`src/rtl/wb_arbiter_2m_rr.sv`:
```
// Two-master Wishbone classic arbiter: round-robin grant held for a whole cyc,
// one shared slave port, watchdog that ends stalled strobes with an error.
module wb_arbiter_2m_rr #(
  parameter int unsigned AW      = 32,
  parameter int unsigned DW      = 32,
  parameter int unsigned TIMEOUT = 255,
  parameter int unsigned TW      = 8
) (
  input  logic            wb_clk_i,
  input  logic            wb_rst_i,
  // master 0
  input  logic [AW-1:0]   m0_adr_i,
  input  logic [DW-1:0]   m0_dat_i,
  input  logic [DW/8-1:0] m0_sel_i,
  input  logic            m0_we_i,
  input  logic            m0_cyc_i,
  input  logic            m0_stb_i,
  output logic [DW-1:0]   m0_dat_o,
  output logic            m0_ack_o,
  output logic            m0_err_o,
  // master 1
  input  logic [AW-1:0]   m1_adr_i,
  input  logic [DW-1:0]   m1_dat_i,
  input  logic [DW/8-1:0] m1_sel_i,
  input  logic            m1_we_i,
  input  logic            m1_cyc_i,
  input  logic            m1_stb_i,
  output logic [DW-1:0]   m1_dat_o,
  output logic            m1_ack_o,
  output logic            m1_err_o,
  // shared slave port
  output logic [AW-1:0]   s_adr_o,
  output logic [DW-1:0]   s_dat_o,
  output logic [DW/8-1:0] s_sel_o,
  output logic            s_we_o,
  output logic            s_cyc_o,
  output logic            s_stb_o,
  input  logic [DW-1:0]   s_dat_i,
  input  logic            s_ack_i,
  input  logic            s_err_i,
  output logic [1:0]      grant_o
);

  localparam logic          WD_EN   = (TIMEOUT != 0);
  localparam logic [TW-1:0] WD_LAST = (TIMEOUT == 0) ? '0 : TW'(TIMEOUT - 1);

  typedef enum logic [1:0] {
    IDLE = 2'b00,
    G0   = 2'b01,
    G1   = 2'b10
  } grant_e;

  grant_e        grant_q, grant_d;
  logic          last_q, last_d;
  logic [TW-1:0] wd_q, wd_d;
  logic          to_q, to_d;

  logic          own_cyc;
  logic          own_stb;
  logic          s_waiting;

  always_ff @(posedge wb_clk_i or posedge wb_rst_i) begin
    if (wb_rst_i) begin
      grant_q <= IDLE;
      last_q  <= 1'b1;
      wd_q    <= '0;
      to_q    <= 1'b0;
    end else begin
      grant_q <= grant_d;
      last_q  <= last_d;
      wd_q    <= wd_d;
      to_q    <= to_d;
    end
  end

  // Slave-side mux, driven purely from the registered grant.
  always_comb begin
    s_adr_o = '0;
    s_dat_o = '0;
    s_sel_o = '0;
    s_we_o  = 1'b0;
    own_cyc = 1'b0;
    own_stb = 1'b0;
    unique case (grant_q)
      G0: begin
        s_adr_o = m0_adr_i;
        s_dat_o = m0_dat_i;
        s_sel_o = m0_sel_i;
        s_we_o  = m0_we_i;
        own_cyc = m0_cyc_i;
        own_stb = m0_stb_i;
      end
      G1: begin
        s_adr_o = m1_adr_i;
        s_dat_o = m1_dat_i;
        s_sel_o = m1_sel_i;
        s_we_o  = m1_we_i;
        own_cyc = m1_cyc_i;
        own_stb = m1_stb_i;
      end
      default: ;
    endcase
    s_cyc_o = own_cyc;
    s_stb_o = own_stb & ~to_q;
  end

  // Responses reach only an owner that still holds cyc, so a late ack after
  // an abandoned cycle is dropped.
  always_comb begin
    m0_ack_o = 1'b0;
    m0_err_o = 1'b0;
    m1_ack_o = 1'b0;
    m1_err_o = 1'b0;
    if (grant_q == G0 && m0_cyc_i) begin
      m0_ack_o = s_ack_i;
      m0_err_o = s_err_i | to_q;
    end
    if (grant_q == G1 && m1_cyc_i) begin
      m1_ack_o = s_ack_i;
      m1_err_o = s_err_i | to_q;
    end
  end

  assign m0_dat_o = s_dat_i;
  assign m1_dat_o = s_dat_i;
  assign grant_o  = grant_q;

  always_comb begin
    grant_d = grant_q;
    last_d  = last_q;
    if (!own_cyc) begin
      if (m0_cyc_i && m1_cyc_i) begin
        grant_d = last_q ? G0 : G1;
      end else if (m0_cyc_i) begin
        grant_d = G0;
      end else if (m1_cyc_i) begin
        grant_d = G1;
      end else begin
        grant_d = IDLE;
      end
      if (grant_d == G0) begin
        last_d = 1'b0;
      end else if (grant_d == G1) begin
        last_d = 1'b1;
      end
    end
  end

  // Forced-low stb during the timeout cycle also clears the counter.
  always_comb begin
    s_waiting = s_cyc_o & s_stb_o & ~s_ack_i & ~s_err_i;
    wd_d      = '0;
    to_d      = 1'b0;
    if (WD_EN && s_waiting) begin
      if (wd_q == WD_LAST) begin
        to_d = 1'b1;
      end else begin
        wd_d = wd_q + 1'b1;
      end
    end
  end

endmodule
```
`config.mk`:
```
export PLATFORM = sky130hd
export DESIGN_NAME = wb_arbiter_2m_rr
export DESIGN_NICKNAME = d
export VERILOG_FILES = /design/src/rtl/wb_arbiter_2m_rr.sv
export SDC_FILE = /design/constraint.sdc
export NUM_CORES = 1
export LEC_CHECK = 0
export ABC_AREA = 1
export BUFFER_PORTS_ARGS = -buffer_cell sky130_fd_sc_hd__clkbuf_2
export CORE_AREA = 2 2 123 125
export CTS_CLUSTER_SIZE = 20
export DETAILED_ROUTE_END_ITERATION = 8
export DIE_AREA = 0 0 125 127
export PLACE_DENSITY_LB_ADDON = 0.12
export SETUP_SLACK_MARGIN = 0.1
export SLEW_MARGIN = 20
export SYNTH_ARGS = -nofsm -noshare
export SYNTH_HDL_FRONTEND = slang
export SYNTH_SLANG_ARGS = --single-unit
```
`constraint.sdc`:
```
create_clock -name wb_clk_i -period 3.09 [get_ports wb_clk_i]
set_input_delay 0.309 -clock wb_clk_i [delete_from_list [all_inputs] [get_ports wb_clk_i]]
set_output_delay 0.309 -clock wb_clk_i [all_outputs]
set_load 0.005 [all_outputs]
```
==> results.txt <==
Counting flops and latches in the post-synthesis netlist gives 12. The worst register-to-register path has a depth of 9. The min-delay analysis places its worst path in the category in2async. For this run, the share of the core covered by cells in the final layout is 21.4%.

The number of hold-slack violations in the final timing report was 0; the leakage power was 1.64 nW. The total clock buffers created by CTS came out at 3. The die is 125 um wide. The met2 track utilization from global routing is 21.5%, and the part of the power in combinational logic is 74.8%. The post-route netlist has 47.3% of its cells at a drive strength greater than 1. After synthesis, the cell types taking the most area are nand2_1 27%, buf_4 24%, a21oi_1 16%. The portion of the clock cycle consumed by the worst path in the final layout was 75.5%. In this run the standard cell core region covers 14,400 um^2. The average instance area after synthesis came out at 5.69 um^2.

The tools report the capture instance of the worst register-to-register path as wd_q[0]. The commonest cells after synthesis are 158 x nand2_1, 72 x a21oi_1, 70 x buf_4. Setup repair after global routing left no endpoint under its margin. The relative contribution of the clock network to total power is 14.6%. The final wirelength is 11,100 um.

Most crowded layer after global routing: met2. Clock root buffer master: clkbuf_16. Start of the worst register-to-register path: grant_o[1]. At the pin with the least slew margin, the transition time is 0.535 ns. For the post-CTS setup-driven buffer insertion count, the log shows 0. In the routed design, unresolved DRC markers number 0.

The power per standard cell area came out at 586 nW/um^2. In this run, post-CTS repair resized a total of 0 instances. The tools report the total congestion overflow after global routing as 0. The run gives 0.428 GHz as the fmax. For the max-cap check violation count, the log shows 0. The met1 track demand over resource in global routing came out at 16.0%. The via count of the first global-routing pass was 2,833; the fraction of synthesized cell area taken by the top area cell type was 27.1%.

Setup violations remaining at the end of the flow were counted as 0. The clock drives 12 sinks. Summed over all nets, the half-perimeter wirelength after detailed placement is 9400 um. From synthesis to final layout, the design area changed by 40.9%.

The run gives 3000 um^2 as the post-placement cell area. The first-iteration detailed-routing DRC count is 89. For the post-route standard cell area excluding fillers, the log shows 3090 um^2.

For the largest buffer count on any clock path, the log shows 2. The total instance count after detailed placement was 709. In this run the tightest slew margin relative to its limit is 64.3%. The count of H-tree levels built during CTS was 1. The tools report the net count after synthesis as 567.

The tools report the largest net degree at the start of global routing as 43. VDD sags by at most 0.000218 V. The die covers 15,900 um^2. At the end of routability-driven placement, the weighted congestion stood at 0.874. The number of antenna violations at the first check in global routing came out at 0. Data required time of the worst path: 2.78 ns. The first-pass detailed-route iteration total was 4. At the worst endpoint, the arrival time is 2.02 ns. The worst setup path is captured at an output pin. The run gives 0 as the max-slew violation count. The portion of synthesized area spent on multiplexers is 0%.

319 I/O pins were placed. STA classifies the critical path startpoint as a register. The run gives 712 as the count of nets after finishing.

Internal power of the cells: 0.877 mW. The dominant combinational cell family by area after synthesis was simple AND/OR/NAND/NOR gates. The Yosys step of the flow raised 0 warnings. The row count is 44.

After clock tree synthesis, the flow added hold-fix buffers numbering 0. The clock period could shrink to 2.33 ns. The routed via count divided by cell count was 3.98; the share of synthesized cell area in full adder, half adder and majority cells was 2.28%.

After synthesis, flip-flops and latches occupy 13.8% of the total area. The logs give 16,200 um for the first-pass GRT wire length and 1,688 for the fill cell total of the finished layout. The synthesized netlist occupies a cell area of 2190 um^2.

Across all register-to-register paths, the minimum setup slack is 1.25 ns. Post-synthesis cell type with the largest combined area: nand2_1. The repair_antennas step left the layout with diodes totalling 0. The simple logic cell fraction of the synthesized area was 34.8%. Global routing consumed, over all layers together, 12.7% of the routing resources.

TritonCTS built the clock tree. The post-synthesis instance total is 385. nand2_1 is the most common cell in the netlist. Clock-pin slew was measured on the worst setup and hold paths at 0.05 ns. Of the total power, registers draw 10.6%. In the synthesized netlist the dominant register cell turns out to be dfrtp_1.

The average wire per cell in the routed design came out at 15.6 um. In the global route stage, met3 resource usage came out at 3.94%. The synthesized netlist devotes 17.6% of its cell area to compound gates.

Across the routed clock network, the largest skew measured is 0.000685 ns. In this run the worst path has a maximum fanout of 42. The die is 127 um tall. The number of distinct library cell variants in the gate-level netlist after synthesis was 22; the switching part of the total was 51.5%.

The count of antenna-violating nets left after detailed routing is 0. After routing, the total negative slack on setup checks comes to 0 ns. The share of async-settable or async-resettable flops after synthesis came out at 100%.

The run finished with clean final reports. Path type of the worst setup path: reg2out. In this run the tool buffered the top-level ports with 222 buffer cells. Once the floorplan was initialized, standard cells occupied 15.2% of the core. In this run, synthesis inferred 0 flip-flops with an integrated enable. Of the total synthesized cell area, the portion taken by XOR and XNOR cells is 1.20%. The final route contains 2,835 vias. The tools report the total net switching power as 0.932 mW. The post-layout instance count excluding filler cells is 713, and the source-to-sink clock delay at the later pin of the worst-skew pair is 0.24 ns.
## power groups by stage
stage	clock network (mW)	registers, mW	logic [mW]
floorplan	0	0.191	0.820
global placement	0	0.194	1.40
detailed placement	0	0.196	1.40
CTS	0.268	0.193	1.40
global route	0.275	0.195	1.52
finish	0.263	0.192	1.35
## worst max-delay path by stage
stage | from | to | cells past startpoint
final | grant_o[0] | s_dat_o[7] | 6
after global placement | grant_o[0] | s_dat_o[7] | 6
after floorplan | grant_o[0] | s_dat_o[21] | 6
after detailed placement | grant_o[0] | s_dat_o[7] | 6
after CTS | grant_o[0] | s_dat_o[7] | 6
after global routing | grant_o[0] | s_dat_o[7] | 6
## layer usage
layer	vias to the layer above	wire length [um]
met5	-	0
met4	0	182
met3	14	1030
met2	164	5290
met1	1225	4610
li1	1432	-
## cells by family (layout without fill, tap and decap cells)
family | after synthesis | count (layout)
flops | 12 | 12
fa+ha+maj | 4 | 4
buf+inv | 103 | 247
compound gates | 76 | 76
xor+xnor | 3 | 3
simple gates | 187 | 187
## critical path: stages (launching register included)
cell	delay (ns)
dfrtp_1	0.40
inv_1	0.09
ha_2	0.52
buf_12	0.27
nand2_1	0.07
a21oi_1	0.23
clkbuf_2	0.17
## cell usage in the layout (no fill, tap or decap)
| cell type | count |
|---|---|
| nor2_4 | 1 |
| nand2_1 | 158 |
| clkbuf_8 | 1 |
| nand3_1 | 6 |
| nor2_2 | 8 |
| nor3_1 | 1 |
| clkbuf_2 | 222 |
| o21a_1 | 1 |
| nor2_1 | 7 |
| buf_12 | 2 |
| dfrtp_1 | 11 |
| buf_4 | 4 |
| nand3_2 | 1 |
| xor2_1 | 2 |
| ha_1 | 2 |
| o21bai_1 | 1 |
| nand2_2 | 4 |
| clkbuf_16 | 3 |
| ha_2 | 2 |
| nand2_4 | 1 |
| xnor2_1 | 1 |
| inv_1 | 15 |
| o21ai_0 | 2 |
| dfstp_2 | 1 |
| a21oi_1 | 72 |
## sequential cells by signal (all words and copies together) (netlist names)
register	count
last_q	1
wd_q	8
grant_o	2
to_q	1
## per-stage QoR
stage	setup WS, ns	hold WS (ns)	total power, mW
2_1_floorplan	1.48	0.173	1.01
3_3_place_gp	1.01	0.360	1.60
3_5_place_dp	1.04	0.347	1.59
4_1_cts	0.774	0.0987	1.86
5_1_grt	0.628	0.111	1.99
6_report	0.756	0.0722	1.81
## cell type report
type	count	area, um^2	share of cell area [%]
Timing Repair Buffer	228	1180	38.3
Clock buffer	4	88.8	2.88
Inverter	15	56.3	1.82
Sequential cell	12	302	9.77
Tap cell	184	230	7.46
Multi-Input combinational cell	270	1230	39.8
Power figures use the tool's default switching activity.
